**src/rtl/lsu_pkg.sv**
```systemverilog
// Shared types and constants for the MW-stage load/store sequencer.
// Store sizes double as the access size used for alignment checks.
package lsu_pkg;

    typedef enum logic [1:0] {
        IDLE,
        ISSUE,
        WAIT,
        DONE
    } lsu_state_e;

    localparam logic [1:0] ST_BYTE = 2'b00;
    localparam logic [1:0] ST_HALF = 2'b01;
    localparam logic [1:0] ST_WORD = 2'b10;

    localparam logic [3:0] MASK_NONE    = 4'b0000;
    localparam logic [3:0] MASK_BYTE    = 4'b0001;
    localparam logic [3:0] MASK_HALF_LO = 4'b0011;
    localparam logic [3:0] MASK_HALF_HI = 4'b1100;
    localparam logic [3:0] MASK_ALL     = 4'b1111;

endpackage

```
**src/rtl/lsu_mem_sequencer_if.sv**
```systemverilog
// Data-memory req/gnt/rvalid bus between the sequencer and memory.
// The master side is the sequencer; the slave side is the memory.
interface lsu_mem_sequencer_if;

    logic        mem_req;
    logic        mem_we;
    logic [31:0] mem_addr;
    logic [31:0] mem_wdata;
    logic [3:0]  mem_mask;
    logic        mem_gnt;
    logic        mem_rvalid;
    logic [31:0] mem_rdata;

    modport master (
        output mem_req, mem_we, mem_addr, mem_wdata, mem_mask,
        input  mem_gnt, mem_rvalid, mem_rdata
    );

    modport slave (
        input  mem_req, mem_we, mem_addr, mem_wdata, mem_mask,
        output mem_gnt, mem_rvalid, mem_rdata
    );

endinterface

```
**src/rtl/lsu_store_align.sv**
```systemverilog
// Byte-lane mask and lane-replicated write data for one access.
// Loads always read the full word; unknown store sizes write no lanes.
module lsu_store_align
    import lsu_pkg::*;
(
    input  logic [1:0]  store_type,
    input  logic [1:0]  addr_lo,
    input  logic [31:0] wdata,
    input  logic        is_load,
    output logic [3:0]  mask,
    output logic [31:0] wdata_rep
);

    always_comb begin
        mask      = MASK_NONE;
        wdata_rep = wdata;
        if (is_load) begin
            mask = MASK_ALL;
        end else begin
            unique case (1'b1)
                store_type == ST_BYTE: begin
                    mask      = MASK_BYTE << addr_lo;
                    wdata_rep = {4{wdata[7:0]}};
                end
                store_type == ST_HALF: begin
                    mask      = addr_lo[1] ? MASK_HALF_HI
                                           : MASK_HALF_LO;
                    wdata_rep = {2{wdata[15:0]}};
                end
                store_type == ST_WORD: begin
                    mask = MASK_ALL;
                end
                default: begin
                    mask = MASK_NONE;
                end
            endcase
        end
    end

endmodule

```
**src/rtl/lsu_mem_sequencer.sv**
```systemverilog
// MW-stage load/store sequencer driving a req/gnt/rvalid data bus.
// Define MISALIGN_TRAP_EN to trap misaligned half/word accesses.
module lsu_mem_sequencer
    import lsu_pkg::*;
#(
    parameter int TIMEOUT_CYCLES = 16,
    parameter int CNT_W          = $clog2(TIMEOUT_CYCLES + 1)
) (
    input  logic        clk,
    input  logic        rst,
    input  logic        req_valid,
    input  logic        is_load,
    input  logic        is_store,
    input  logic [1:0]  store_type,
    input  logic [31:0] addr,
    input  logic [31:0] wdata,
    output logic        stall,
    output logic        done,
    output logic [31:0] ld_word,
    output logic        bus_err,
`ifdef MISALIGN_TRAP_EN
    output logic        misalign_err,
`endif
    lsu_mem_sequencer_if.master bus
);

    lsu_state_e  state_q, state_d;
    logic [CNT_W-1:0] cnt_q, cnt_d;
    logic        req_q, req_d;
    logic        we_q, we_d;
    logic [31:0] addr_q, addr_d;
    logic [31:0] wdata_q, wdata_d;
    logic [3:0]  mask_q, mask_d;
    logic [31:0] ld_q, ld_d;
    logic        err_q, err_d;
    logic [3:0]  al_mask;
    logic [31:0] al_wdata;
    logic        accept;
    logic        trap;
    logic        lim;

    lsu_store_align u_align (
        .store_type (store_type),
        .addr_lo    (addr[1:0]),
        .wdata      (wdata),
        .is_load    (is_load),
        .mask       (al_mask),
        .wdata_rep  (al_wdata)
    );

    assign accept = req_valid & (is_load | is_store);
    assign lim    = cnt_q == CNT_W'(TIMEOUT_CYCLES - 1);

`ifdef MISALIGN_TRAP_EN
    logic mis_q, mis_d;
    assign trap = accept
                & (((store_type == ST_HALF) & addr[0])
                 | ((store_type == ST_WORD) & (addr[1:0] != 2'b00)));
    assign misalign_err = mis_q;
`else
    assign trap = 1'b0;
`endif

    always_ff @(posedge clk) begin
        if (rst) state_q <= IDLE;
        else     state_q <= state_d;
    end

    always_comb begin
        state_d = state_q;
        unique case (state_q)
            IDLE:  if (accept) state_d = trap ? DONE : ISSUE;
            ISSUE: begin
                if (bus.mem_gnt) state_d = we_q ? DONE : WAIT;
                else if (lim)    state_d = DONE;
            end
            WAIT:  if (bus.mem_rvalid | lim) state_d = DONE;
            DONE:  state_d = IDLE;
        endcase
    end

    always_comb begin
        cnt_d   = cnt_q;
        req_d   = req_q;
        we_d    = we_q;
        addr_d  = addr_q;
        wdata_d = wdata_q;
        mask_d  = mask_q;
        ld_d    = ld_q;
        err_d   = 1'b0;
`ifdef MISALIGN_TRAP_EN
        mis_d   = 1'b0;
`endif
        unique case (state_q)
            IDLE: begin
                if (accept && !trap) begin
                    cnt_d   = '0;
                    req_d   = 1'b1;
                    we_d    = is_store;
                    addr_d  = {addr[31:2], 2'b00};
                    wdata_d = al_wdata;
                    mask_d  = al_mask;
                end
`ifdef MISALIGN_TRAP_EN
                mis_d = trap;
`endif
            end
            ISSUE: begin
                cnt_d = cnt_q + 1'b1;
                if (bus.mem_gnt) begin
                    req_d = 1'b0;
                end else if (lim) begin
                    req_d = 1'b0;
                    err_d = 1'b1;
                end
            end
            WAIT: begin
                cnt_d = cnt_q + 1'b1;
                if (bus.mem_rvalid) ld_d  = bus.mem_rdata;
                else if (lim)       err_d = 1'b1;
            end
            DONE: ;
        endcase
    end

    always_ff @(posedge clk) begin
        if (rst) begin
            cnt_q   <= '0;
            req_q   <= 1'b0;
            we_q    <= 1'b0;
            addr_q  <= '0;
            wdata_q <= '0;
            mask_q  <= '0;
            ld_q    <= '0;
            err_q   <= 1'b0;
`ifdef MISALIGN_TRAP_EN
            mis_q   <= 1'b0;
`endif
        end else begin
            cnt_q   <= cnt_d;
            req_q   <= req_d;
            we_q    <= we_d;
            addr_q  <= addr_d;
            wdata_q <= wdata_d;
            mask_q  <= mask_d;
            ld_q    <= ld_d;
            err_q   <= err_d;
`ifdef MISALIGN_TRAP_EN
            mis_q   <= mis_d;
`endif
        end
    end

    assign stall = (state_q == IDLE && accept)
                 | (state_q == ISSUE)
                 | (state_q == WAIT);
    assign done    = state_q == DONE;
    assign bus_err = err_q;
    assign ld_word = ld_q;

    assign bus.mem_req   = req_q;
    assign bus.mem_we    = we_q;
    assign bus.mem_addr  = addr_q;
    assign bus.mem_wdata = wdata_q;
    assign bus.mem_mask  = mask_q;

endmodule

```
**src/flat_wrapper.sv**
```systemverilog
// flat-port wrapper written by rule: the top's interface ports become plain ports
module lsu_mem_sequencer_flat import lsu_pkg::*;
#(
    parameter int TIMEOUT_CYCLES = 16,
    parameter int CNT_W          = $clog2(TIMEOUT_CYCLES + 1)
)
  (clk, rst, req_valid, is_load, is_store, store_type, addr, wdata, stall, done, ld_word, bus_err, bus_mem_req, bus_mem_we, bus_mem_addr, bus_mem_wdata, bus_mem_mask, bus_mem_gnt, bus_mem_rvalid, bus_mem_rdata);
  lsu_mem_sequencer_if bus_i ();
  input  logic clk;
  input  logic rst;
  input  logic req_valid;
  input  logic is_load;
  input  logic is_store;
  input  logic [1:0] store_type;
  input  logic [31:0] addr;
  input  logic [31:0] wdata;
  output logic stall;
  output logic done;
  output logic [31:0] ld_word;
  output logic bus_err;
  output wire logic [$bits(bus_i.mem_req)-1:0] bus_mem_req;
  output wire logic [$bits(bus_i.mem_we)-1:0] bus_mem_we;
  output wire logic [$bits(bus_i.mem_addr)-1:0] bus_mem_addr;
  output wire logic [$bits(bus_i.mem_wdata)-1:0] bus_mem_wdata;
  output wire logic [$bits(bus_i.mem_mask)-1:0] bus_mem_mask;
  input wire logic [$bits(bus_i.mem_gnt)-1:0] bus_mem_gnt;
  input wire logic [$bits(bus_i.mem_rvalid)-1:0] bus_mem_rvalid;
  input wire logic [$bits(bus_i.mem_rdata)-1:0] bus_mem_rdata;
  assign bus_mem_req = bus_i.mem_req;
  assign bus_mem_we = bus_i.mem_we;
  assign bus_mem_addr = bus_i.mem_addr;
  assign bus_mem_wdata = bus_i.mem_wdata;
  assign bus_mem_mask = bus_i.mem_mask;
  assign bus_i.mem_gnt = bus_mem_gnt;
  assign bus_i.mem_rvalid = bus_mem_rvalid;
  assign bus_i.mem_rdata = bus_mem_rdata;
  lsu_mem_sequencer #(.TIMEOUT_CYCLES(TIMEOUT_CYCLES), .CNT_W(CNT_W)) u_core (.clk(clk), .rst(rst), .req_valid(req_valid), .is_load(is_load), .is_store(is_store), .store_type(store_type), .addr(addr), .wdata(wdata), .stall(stall), .done(done), .ld_word(ld_word), .bus_err(bus_err), .bus(bus_i));
endmodule
```
**config.mk**
```make
export PLATFORM = sky130hd
export DESIGN_NAME = lsu_mem_sequencer_flat
export DESIGN_NICKNAME = d
export VERILOG_FILES = /design/src/rtl/lsu_pkg.sv /design/src/rtl/lsu_mem_sequencer_if.sv /design/src/rtl/lsu_store_align.sv /design/src/rtl/lsu_mem_sequencer.sv /design/src/flat_wrapper.sv
export SDC_FILE = /design/constraint.sdc
export NUM_CORES = 1
export LEC_CHECK = 0
export ABC_AREA = 0
export BUFFER_PORTS_ARGS = -buffer_cell sky130_fd_sc_hd__buf_4
export CAP_MARGIN = 30
export CORE_UTILIZATION = 45
export CTS_CLUSTER_DIAMETER = 150
export DETAILED_ROUTE_END_ITERATION = 7
export GPL_ROUTABILITY_DRIVEN = 0
export HOLD_SLACK_MARGIN = 0.02
export PLACE_DENSITY = 0.8
export SLEW_MARGIN = 40
export SYNTH_ARGS = -nofsm -noshare
export SYNTH_HDL_FRONTEND = slang
export SYNTH_SLANG_ARGS = --single-unit
```
**constraint.sdc**
```tcl
create_clock -name clk -period 3.83 [get_ports clk]
set_clock_uncertainty 0.1 [all_clocks]
set_input_delay 0.5745 -clock clk [delete_from_list [all_inputs] [get_ports clk]]
set_output_delay 0.5745 -clock clk [all_outputs]
set_load 0.02 [all_outputs]
```
# After elaboration in Yosys (flattened, before gate mapping)
# Cells that the tools add are included.
# word_totals
reg_bits,108
inputBits,105
output_inout_bits,105
elab_cells,57
# classes
reduce_logical,11
n_bitwise,5
eq_ne,9
n_shift,1
n_mux,21
n_addsub,1
# ops
operator,count
$pmux 32 s2,1
$mux 32,1
$pmux 4 s3,1
$pmux 5 s2,1
$mux 2,4
$mux 4,2
$pmux 2 s4,1
$mux 1,7
$eq 2x2->1 const B,3
$reduce_and 2->1,3
$reduce_and 3->1,2
$add 5x1->5 const B,1
$eq 5x4->1 const B,1
$mux 5,1
$eq 2x1->1 const B,2
$logic_not 2->1,2
$ne 2x1->1 const B,2
$or 1x1->1,4
$pmux 1 s2,2
$reduce_bool 2->1,2
$shl 1x2->4 const A,1
$ne 3x2->1 const B,1
$reduce_or 2->1,1
$and 1x1->1,1
$logic_and 1x1->1,1

# Depth between registers and ports, before layout
# Gate-level depths: netlist of run 1.
# depth
depth_word,5
depth_mapped,9
depth_no_buf,7

# By module
# A second synthesis of run 1 with hierarchy kept.
# hier_totals
hier_cells,563
hier_area_um2,4493.1
# modules_own_cells
mod,area_each_um2,n_inst,seq_area_each_um2,cells_per_inst
lsu_mem_sequencer,3962.6,1,2162.1,498
lsu_store_align,530.5,1,0.0,65

# Least setup slack after synthesis of run 1
# Ideal clock, no wire load.
# synth_path
path_kind,register -> output
startpoint,register u_core.state_q[0]
endpoint,output stall
n_path_buf,2
required_time_ns,3.155
path_stages_with_launch,8
arrival_time_ns,1.440
path_slack_ns,1.715
cell_sequence,dfxtp_1 -> inv_1 -> ha_1 -> buf_2 -> inv_1 -> nor2_2 -> buf_4 -> or3_1
# synth_via
elab_chain_cells,4
word_cells_on_any_way,6
cone_classes,2 x eq/ne; 2 x bitwise; 2 x reduce/logical
# synth_rtl
item,line,rtl
start: declaration,lsu_mem_sequencer.sv:27,"lsu_state_e state_q, state_d;"
start signal: assignment,lsu_mem_sequencer.sv:66,else state_q <= state_d;
$logic_not 2->1,lsu_mem_sequencer.sv:154,assign stall = (state_q == IDLE && accept)
$logic_and 1x1->1,lsu_mem_sequencer.sv:154,
$or 1x1->1,lsu_mem_sequencer.sv:155,| (state_q == ISSUE)
$or 1x1->1 (*),lsu_mem_sequencer.sv:156,| (state_q == WAIT);
end: declaration,flat_wrapper.sv:17,output logic stall;
# Mark *: on every way between the ends. The rest lies on a longest branch, timed or not.

# Worst setup path after layout of run 1
# Same ends and word-level chain as after synthesis.

==> results of run 1 <==
-- flip-flops by register name, summed over array words and instances, names as in the netlist --
| signal | flops |
|---|---|
| u_core.bus.mem_we | 1 |
| u_core.bus.mem_req | 1 |
| u_core.state_q | 2 |
| u_core.bus_err | 1 |
| u_core.cnt_q | 5 |
| u_core.bus.mem_addr | 30 |
| u_core.bus.mem_wdata | 32 |
| u_core.ld_word | 32 |
| u_core.bus.mem_mask | 4 |
-- worst max-delay path, cell delays in order (launching register included) --
cell     delay (ps)
dfxtp_1         390
inv_1           110
ha_1            330
inv_1           140
nor2_4           40
or3_1           300
buf_4           160
-- stage by stage --
| stage | setup slack, ps | cells | area, um2 | util | hold WS, ps |
|---|---|---|---|---|---|
| floorplan | 1720 | 538 | 4320 | - | 377 |
| global placement | 1680 | 835 | 5870 | 0.632 | 342 |
| detailed placement | 1560 | 835 | 5880 | 0.633 | 345 |
| CTS | 1300 | 851 | 6060 | 0.653 | 326 |
| global route | 1180 | 851 | 6060 | 0.653 | 332 |
| finish | 1320 | 851 | 6060 | 0.653 | 335 |
-- logic make-up (layout without fill, tap and decap cells) --
group	after synthesis	after routing	synth area share
mux	11	11	0.0255
buf+inv	49	233	0.0530
flops	108	108	0.501
simple gates	218	218	0.202
xor+xnor	1	1	0.00203
fa+ha+maj	8	8	0.0232
compound gates	141	141	0.192
other cells	1	2	0.000868
-- report_power, final --
group / switching [mW] / internal [mW] / leakage, nW
sequential: 0.114 / 1.31 / 0.881
clock: 0.390 / 0.260 / 0.0933
combinational: 0.781 / 0.523 / 1.65
-- cells in the final DEF, fill, tap and decap left out, types with 2 or more instances in the layout --
cell,synthesis,layout
dfxtp_1,108,108
inv_6,0,2
nand2_1,178,177
o211ai_1,16,16
ha_1,8,8
nor2_1,24,24
o21ai_0,12,12
clkinv_4,0,2
a211oi_1,7,7
nor3_1,2,2
clkbuf_8,0,10
nor2b_1,2,2
a21o_1,2,2
a311oi_1,8,8
buf_4,7,209
a21oi_1,89,89
nor2_4,1,2
a22oi_1,2,2
inv_1,7,7
conb_1,1,2
mux2i_1,11,11
-- Yosys cell counts (2+ instances only) --
| cell | number |
|---|---|
| a21o_1 | 2 |
| nor2b_1 | 2 |
| ha_1 | 8 |
| inv_1 | 7 |
| nand2_1 | 178 |
| o211ai_1 | 16 |
| mux2i_1 | 11 |
| o21ai_0 | 12 |
| a22oi_1 | 2 |
| buf_2 | 15 |
| buf_4 | 7 |
| clkbuf_1 | 18 |
| dfxtp_1 | 108 |
| a21oi_1 | 89 |
| nor3_1 | 2 |
| nor2_1 | 24 |
| buf_1 | 2 |
| a211oi_1 | 7 |
| a311oi_1 | 8 |
-- routing by layer --
| metal | GRT usage | vias up | wire (um) |
|---|---|---|---|
| li1 | - | 2148 | - |
| met1 | 0.279 | 1936 | 5030 |
| met2 | 0.402 | 170 | 5730 |
| met3 | 0.0508 | 20 | 938 |
| met4 | 0.0894 | 0 | 223 |
| met5 | 0 | - | 0 |
-- cell type report --
class / count / area share
multi-input combinational: 381 / 0.321
sequential: 108 / 0.357
clock buffer: 10 / 0.0227
tap: 129 / 0.0266
inverter: 7 / 0.00433
clock inverter: 6 / 0.00784
timing repair buffer: 210 / 0.261
-- worst max path at each step --
stage,startpoint,to,slack [ps],depth (start not counted)
after floorplan,u_core.state_q[0],stall,1720,7
after global placement,is_load,stall,1680,5
after detailed placement,u_core.state_q[0],u_core.bus.mem_wdata[23],1560,7
after CTS,u_core.state_q[0],stall,1300,6
after global routing,u_core.state_q[0],stall,1180,6
final,u_core.state_q[0],stall,1320,6
==> impl_metrics.ini, run 1 <==
[finish]
antenna_cells = 0
multiInputGateArea_mm2 = 0.00195
syn2layout_area_growth_pct = 40.4
regArea_mm2 = 0.00216
drive_gt1_frac = 0.324
n_fill_cell = 792
fin_nets = 830

[sta]
slew_viol_final = 0
slew_headroom = 0.475
min_period_over_period = 0.656
setup_violations = 0
tightest_slew_ps = 788
fmax_mhz = 398
finalCriticalPeriod_ps = 2510
final_hold_viol_count = 0
rsz0062_at_grt = false
tns_ps = 0

[setup_path]
critPathArrivalTime_ps = 1840
reg2reg_slack_ps = 1520
critPathRequiredTime_ps = 3160
crit_type = flip-flop to output pin
rr_startpoint = u_core.state_q[0]
r2r_cells = 7
crit_fanout = 8
cp-start-kind = flip-flop
endpoint_kind = output pin
r2r-end = u_core.bus.mem_wdata[19]

[synth]
synth_seq_cells = 108
syn_area_per_cell_um2 = 8.04
synth_area_leaders = dfxtp_1 50%, nand2_1 15%, a21oi_1 10%
ys_warn_count = 0
yosysSeqAreaShare = 0.501
synth.top_cell.area_share = 0.501
netlist_area_mm2 = 0.00432
synth_async_sr_flop_share = 0
yosysUniqueCellTypes = 38
yosysTopAreaCell = dfxtp_1
ys.flop_type = dfxtp_1
synth_edf_count = 0
synth_cells = 537

[floorplanning]
core_area_mm2 = 0.00928
io_pins = 210
dieArea_mm2 = 0.00999
dieWidth_um = 100
die_y_um = 100
placementRows = 35
start_util = 0.465

[clocking]
postCtsSetupRepairBufs = 0
clockBufferDepth = 2
cts.clk_slew.worst_paths_ps = 110
postCtsHoldBufs = 0
cts_buffers = 9
cts_tree = built
root_buffer = clkbuf_8
cts_resized = 0
insertion_delay_ps = 360
htree_levels = 3
cts.sinks = 108

[global_route]
antenna_found_initial = 0
grt_overflow = 0
grt_max_degree = 109
grt_pass1_wl_um = 18400
track_usage = 0.231
grt_pass1_vias = 3915

[detailed_routing]
ant_nets = 0
drc = 0
vias = 4274
routed_wl_um = 11900
avgViaCountPerCell = 5.02
post_drt_wl_per_cell_um = 14.0
firstDrtPassIters = 4
drtIter0Drc = 132

[min_path]
hp-start = bus_mem_rdata[28]
hp-class = input port to flip-flop
holdPathStages = 3
min_to = u_core.ld_word[28]

[placement]
io_buffer_count = 207
dpl.hpwl_um = 8760

[power]
total_power_mw = 3.38
p_leak_nw = 2.62
peakVddDrop_mv = 0.291
p_per_area_mw_per_mm2 = 558

[run_status]
outcome = finished, final reports clean

[run]
maxCapViolCount = 0
Power figures use the tool's default switching activity.
==> inputs of run 2 (changes only) <==
==> constraint.sdc (replaced) <==
create_clock -name clk -period 2.5 [get_ports clk]
set_clock_uncertainty 0.1 [all_clocks]
set_input_delay 0.375 -clock clk [delete_from_list [all_inputs] [get_ports clk]]
set_output_delay 0.375 -clock clk [all_outputs]
set_load 0.02 [all_outputs]
==> run 2 against run 1 <==
Design area increased by 0.74%; sequential share of layout area is 0.26 points lower; combinational power grew 55%; largest cell class unchanged.
==> impl_metrics.ini, run 2 (synthesis results as in run 1) <==
[run_status]
outcome = finished, final reports clean

[min_path]
hp-class = input port to flip-flop

[setup_path]
critPathRequiredTime_ps = 2030
endpoint_kind = output pin
crit_fanout = 8
critPathArrivalTime_ps = 1890
cp-start-kind = flip-flop
crit_type = flip-flop to output pin

[sta]
fmax_mhz = 423
slew_viol_final = 0
whs_ps = 150
final_hold_viol_count = 0
slew_headroom = 0.551
tightest_slew_ps = 672
rsz0062_at_grt = false
tns_ps = 0
min_period_over_period = 0.946
setup_violations = 0
finalCriticalPeriod_ps = 2360

[clocking]
clockBufferDepth = 2
cts_resized = 0
postCtsSetupRepairBufs = 0
cts.sinks = 108
root_buffer = clkbuf_8
postCtsHoldBufs = 0
cts_tree = built
insertion_delay_ps = 360
htree_levels = 3
cts.clk_slew.worst_paths_ps = 110
cts_buffers = 9

[power]
p_leak_nw = 2.65
p_per_area_mw_per_mm2 = 855
peakVddDrop_mv = 0.396
total_power_mw = 5.23

[global_route]
track_usage = 0.236
grt_pass1_vias = 4072
grt_pass1_wl_um = 19000
grt_max_degree = 62
grt_overflow = 0
antenna_found_initial = 0

[finish]
n_fill_cell = 827
finalNonFillerCells = 855
regArea_mm2 = 0.00216
drive_gt1_frac = 0.325
antenna_cells = 0
most-common-layout-cells = 213 x buf_4, 178 x nand2_1, 108 x dfxtp_1
multiInputGateArea_mm2 = 0.00194
post-route-util = 0.658
final_common_cell = buf_4
fin_nets = 834
syn2layout_area_growth_pct = 41.5

[placement]
dpl.hpwl_um = 9060
placedCellCount = 839
io_buffer_count = 207

[floorplanning]
dieArea_mm2 = 0.00999
io_pins = 210
start_util = 0.465
placementRows = 35
dieWidth_um = 100
core_area_mm2 = 0.00928
die_y_um = 100

[detailed_routing]
routed_wl_um = 12000
vias = 4324
ant_nets = 0
firstDrtPassIters = 5
drc = 0
post_drt_wl_per_cell_um = 14.0
drtIter0Drc = 150
avgViaCountPerCell = 5.06

[run]
maxCapViolCount = 0
## run 2: worst max-delay path, cell delays in order (launching register included)
cell     delay (ps)
dfxtp_1         410
inv_1           120
ha_1            340
inv_1           140
nor2_4           50
or3_1           310
buf_4           160
## run 2: final cells by class
| cell class | instances | share of cell area |
|---|---|---|
| inverter | 7 | 0.00430 |
| clock inverter | 5 | 0.00717 |
| multi-input combinational | 381 | 0.318 |
| tap | 129 | 0.0264 |
| timing repair buffer | 214 | 0.265 |
| sequential | 108 | 0.354 |
| clock buffer | 11 | 0.0248 |
## run 2: stage by stage
step | setup slack [ps] | area, um2
after floorplan | 585 | 4320
after global placement | 577 | 5910
after detailed placement | 411 | 5910
after CTS | 127 | 6110
after global routing | 58.6 | 6110
final | 136 | 6110
## run 2: worst paths after layout
check / startpoint / endpoint / slack (ps) / cells after the start
max: u_core.state_q[0] / stall / 140 / 6
min: addr[14] / u_core.bus.mem_addr[14] / 150 / 3
max reg2reg: u_core.state_q[0] / u_core.bus.mem_wdata[19] / 410 / 7
min reg2reg: u_core.bus.mem_wdata[15] / u_core.bus.mem_wdata[15] / 360 / 2
## run 2: report_power, final
group          switching [mW]  total (mW)  internal (mW)
registers               0.174        2.19           2.01
clock network           0.599        1.03          0.430
logic                    1.19        2.01          0.815
## run 2: per-layer routing
| metal | track usage | routed length (um) | vias up |
|---|---|---|---|
| li1 | - | - | 2153 |
| met1 | 0.273 | 4940 | 1990 |
| met2 | 0.419 | 5870 | 163 |
| met3 | 0.0648 | 968 | 18 |
| met4 | 0.0837 | 211 | 0 |
| met5 | 0 | 0 | - |
==> inputs of run 3 (changes only) <==
--- a/config.mk
+++ b/config.mk
@@ -5,11 +5,11 @@
 export SDC_FILE = /design/constraint.sdc
 export NUM_CORES = 1
 export LEC_CHECK = 0
-export ABC_AREA = 0
+export ABC_AREA = 1
 export BUFFER_PORTS_ARGS = -buffer_cell sky130_fd_sc_hd__buf_4
 export CAP_MARGIN = 30
 export CORE_UTILIZATION = 45
-export CTS_CLUSTER_DIAMETER = 150
+export CTS_CLUSTER_DIAMETER = 30
 export DETAILED_ROUTE_END_ITERATION = 7
 export GPL_ROUTABILITY_DRIVEN = 0
 export HOLD_SLACK_MARGIN = 0.02
==> run 3 against run 2 <==
Worst setup slack improved by 270 ps; first-iteration DRC count increased by 41%; combinational power is 7% higher; utilization grew 1.0 points; global-route usage is 0.28 points higher; flip-flop and latch count unchanged; final cell count grew 6.2%; synthesized cell count increased by 9.1%; critical path type unchanged; critical endpoint unchanged; largest power group unchanged.
==> impl_metrics.ini, run 3 <==
[run_status]
outcome = finished, final reports clean

[synth]
synthMostInstantiatedCell = nand2_1
synth_cells = 586
yosysSeqAreaShare = 0.490
synth_commonest_cells = 146 x nand2_1, 108 x dfxtp_1, 74 x nor2_1
yosysTopAreaCell = dfxtp_1
synth_area_leaders = dfxtp_1 49%, nand2_1 12%, nand3_1 6.6%
netlist_area_mm2 = 0.00441
synth.top_cell.area_share = 0.490
synth_edf_count = 0
syn_area_per_cell_um2 = 7.53
ys_warn_count = 0
synth_async_sr_flop_share = 0
synth_seq_cells = 108
ys.flop_type = dfxtp_1
yosysUniqueCellTypes = 23

[finish]
syn2layout_area_growth_pct = 41.8
fin_nets = 887
antenna_cells = 0
finalNonFillerCells = 908
most-common-layout-cells = 212 x buf_4, 146 x nand2_1, 108 x dfxtp_1
final_common_cell = buf_4
drive_gt1_frac = 0.303

[setup_path]
critPathMaxStageDelay_ps = 420
cp_top_family = flip-flops
crit_type = flip-flop to output pin
path_buf_inv = 2
slowest_stage = dfxtp_1
cp-startpoint = u_core.state_q[0]
cp-start-kind = flip-flop
critPathRequiredTime_ps = 2030
crit_fanout = 13
endpoint_kind = output pin
critPathArrivalTime_ps = 1610
rr_startpoint = u_core.state_q[0]
cp_cell_sequence = inv_1 > ha_1 > nand3_4 > nand2_1 > buf_4

[floorplanning]
placementRows = 35
die_y_um = 101
io_pins = 210
dieArea_mm2 = 0.0102
dieWidth_um = 101
core_area_mm2 = 0.00937
start_util = 0.471

[power]
p_per_area_mw_per_mm2 = 899
peakVddDrop_mv = 0.443
p_leak_nw = 3.04

[placement]
placedCellCount = 892
dpl.hpwl_um = 9150
io_buffer_count = 207

[clocking]
postCtsHoldBufs = 0
postCtsSetupRepairBufs = 0
cts_resized = 0
cts_buffers = 9
cts.sinks = 108
clockBufferDepth = 2
insertion_delay_ps = 360
cts_tree = built
root_buffer = clkbuf_8
htree_levels = 3
cts.clk_slew.worst_paths_ps = 100

[sta]
tightest_slew_ps = 699
setup_violations = 0
rsz0062_at_grt = false
finalCriticalPeriod_ps = 2090
min_period_over_period = 0.836
slew_viol_final = 0
final_hold_viol_count = 0
fmax_mhz = 479
tns_ps = 0
slew_headroom = 0.534

[run]
maxCapViolCount = 0

[detailed_routing]
ant_nets = 0
post_drt_wl_per_cell_um = 13.4
drtIter0Drc = 212
avgViaCountPerCell = 5.01
firstDrtPassIters = 5
drc = 0
vias = 4545
routed_wl_um = 12200

[global_route]
antenna_found_initial = 0
grt_max_degree = 76
grt_overflow = 0
grt_pass1_wl_um = 19300
track_usage = 0.239
grt_pass1_vias = 4134

[min_path]
hp-class = input port to flip-flop
hp-start = addr[24]
-- run 3: changes by cell type after synthesis, sizes merged, moves of 5 or more --
cell	change
a211oi	-8
a21oi	-40
a311oi	-8
buf	-5
inv	+26
mux2i	-11
nand2	-31
nand3	+58
nor2	+49
o211a	+12
o21ai	+21
-- run 3: worst reg2reg max path: stages (launching register included) --
cell and delay [ps]:
dfxtp_1 420, inv_1 120, ha_1 290, nand3_4 190, buf_4 340, nand2_1 200, nand3_1 120, nand2_1 60
nor2_1 90
-- run 3: final timing paths --
| kind | end | slack (ps) | cells past startpoint |
|---|---|---|---|
| setup / recovery | stall | 410 | 5 |
| hold reg to reg | u_core.bus.mem_addr[10] | 370 | 2 |
| hold / removal | u_core.bus.mem_addr[24] | 170 | 3 |
| setup reg to reg | u_core.cnt_q[2] | 520 | 8 |
-- run 3: layer usage --
| layer | track usage | vias up | part of all wire |
|---|---|---|---|
| met5 | 0 | - | 0 |
| met4 | 0.0914 | 0 | 0.021 |
| met3 | 0.0659 | 23 | 0.091 |
| met2 | 0.419 | 177 | 0.49 |
| met1 | 0.277 | 2069 | 0.40 |
| li1 | - | 2276 | - |
-- run 3: cell families (layout without fill, tap and decap cells) --
family	after synthesis	after routing	share of synthesized area
AOI/OAI and AO/OA	112	112	0.150
adders and majority gates	8	8	0.0227
other	1	2	0.000850
DFF	108	108	0.490
and+or+nand+nor	284	284	0.264
buffers and inverters	73	265	0.0728
-- run 3: final cells by class --
| type | instances | area, um2 |
|---|---|---|
| Fill cell | 818 | 3110 |
| Sequential cell | 108 | 2160 |
| Multi-Input combinational cell | 406 | 1930 |
| Timing Repair Buffer | 214 | 1630 |
| Tap cell | 129 | 161 |
| Inverter | 35 | 131 |
| Clock buffer | 10 | 128 |
| Clock inverter | 6 | 113 |
-- run 3: where the power goes --
group	total, mW	leakage [nW]	switching, mW	internal [mW]
Combinational	2.15	2.05	1.27	0.876
Clock	1.24	0.109	0.572	0.665
Sequential	2.24	0.883	0.198	2.05
-- run 3: per-stage QoR --
step	instance area, um2	hold slack [ps]	power, mW	utilization	setup slack [ps]
6_report	6260	165	5.63	0.668	410
5_1_grt	6260	153	6.00	0.668	265
4_1_cts	6260	153	5.67	0.668	391
3_5_place_dp	6020	359	4.43	0.642	537
3_3_place_gp	6020	355	4.36	0.642	655
2_1_floorplan	4420	362	3.59	-	731
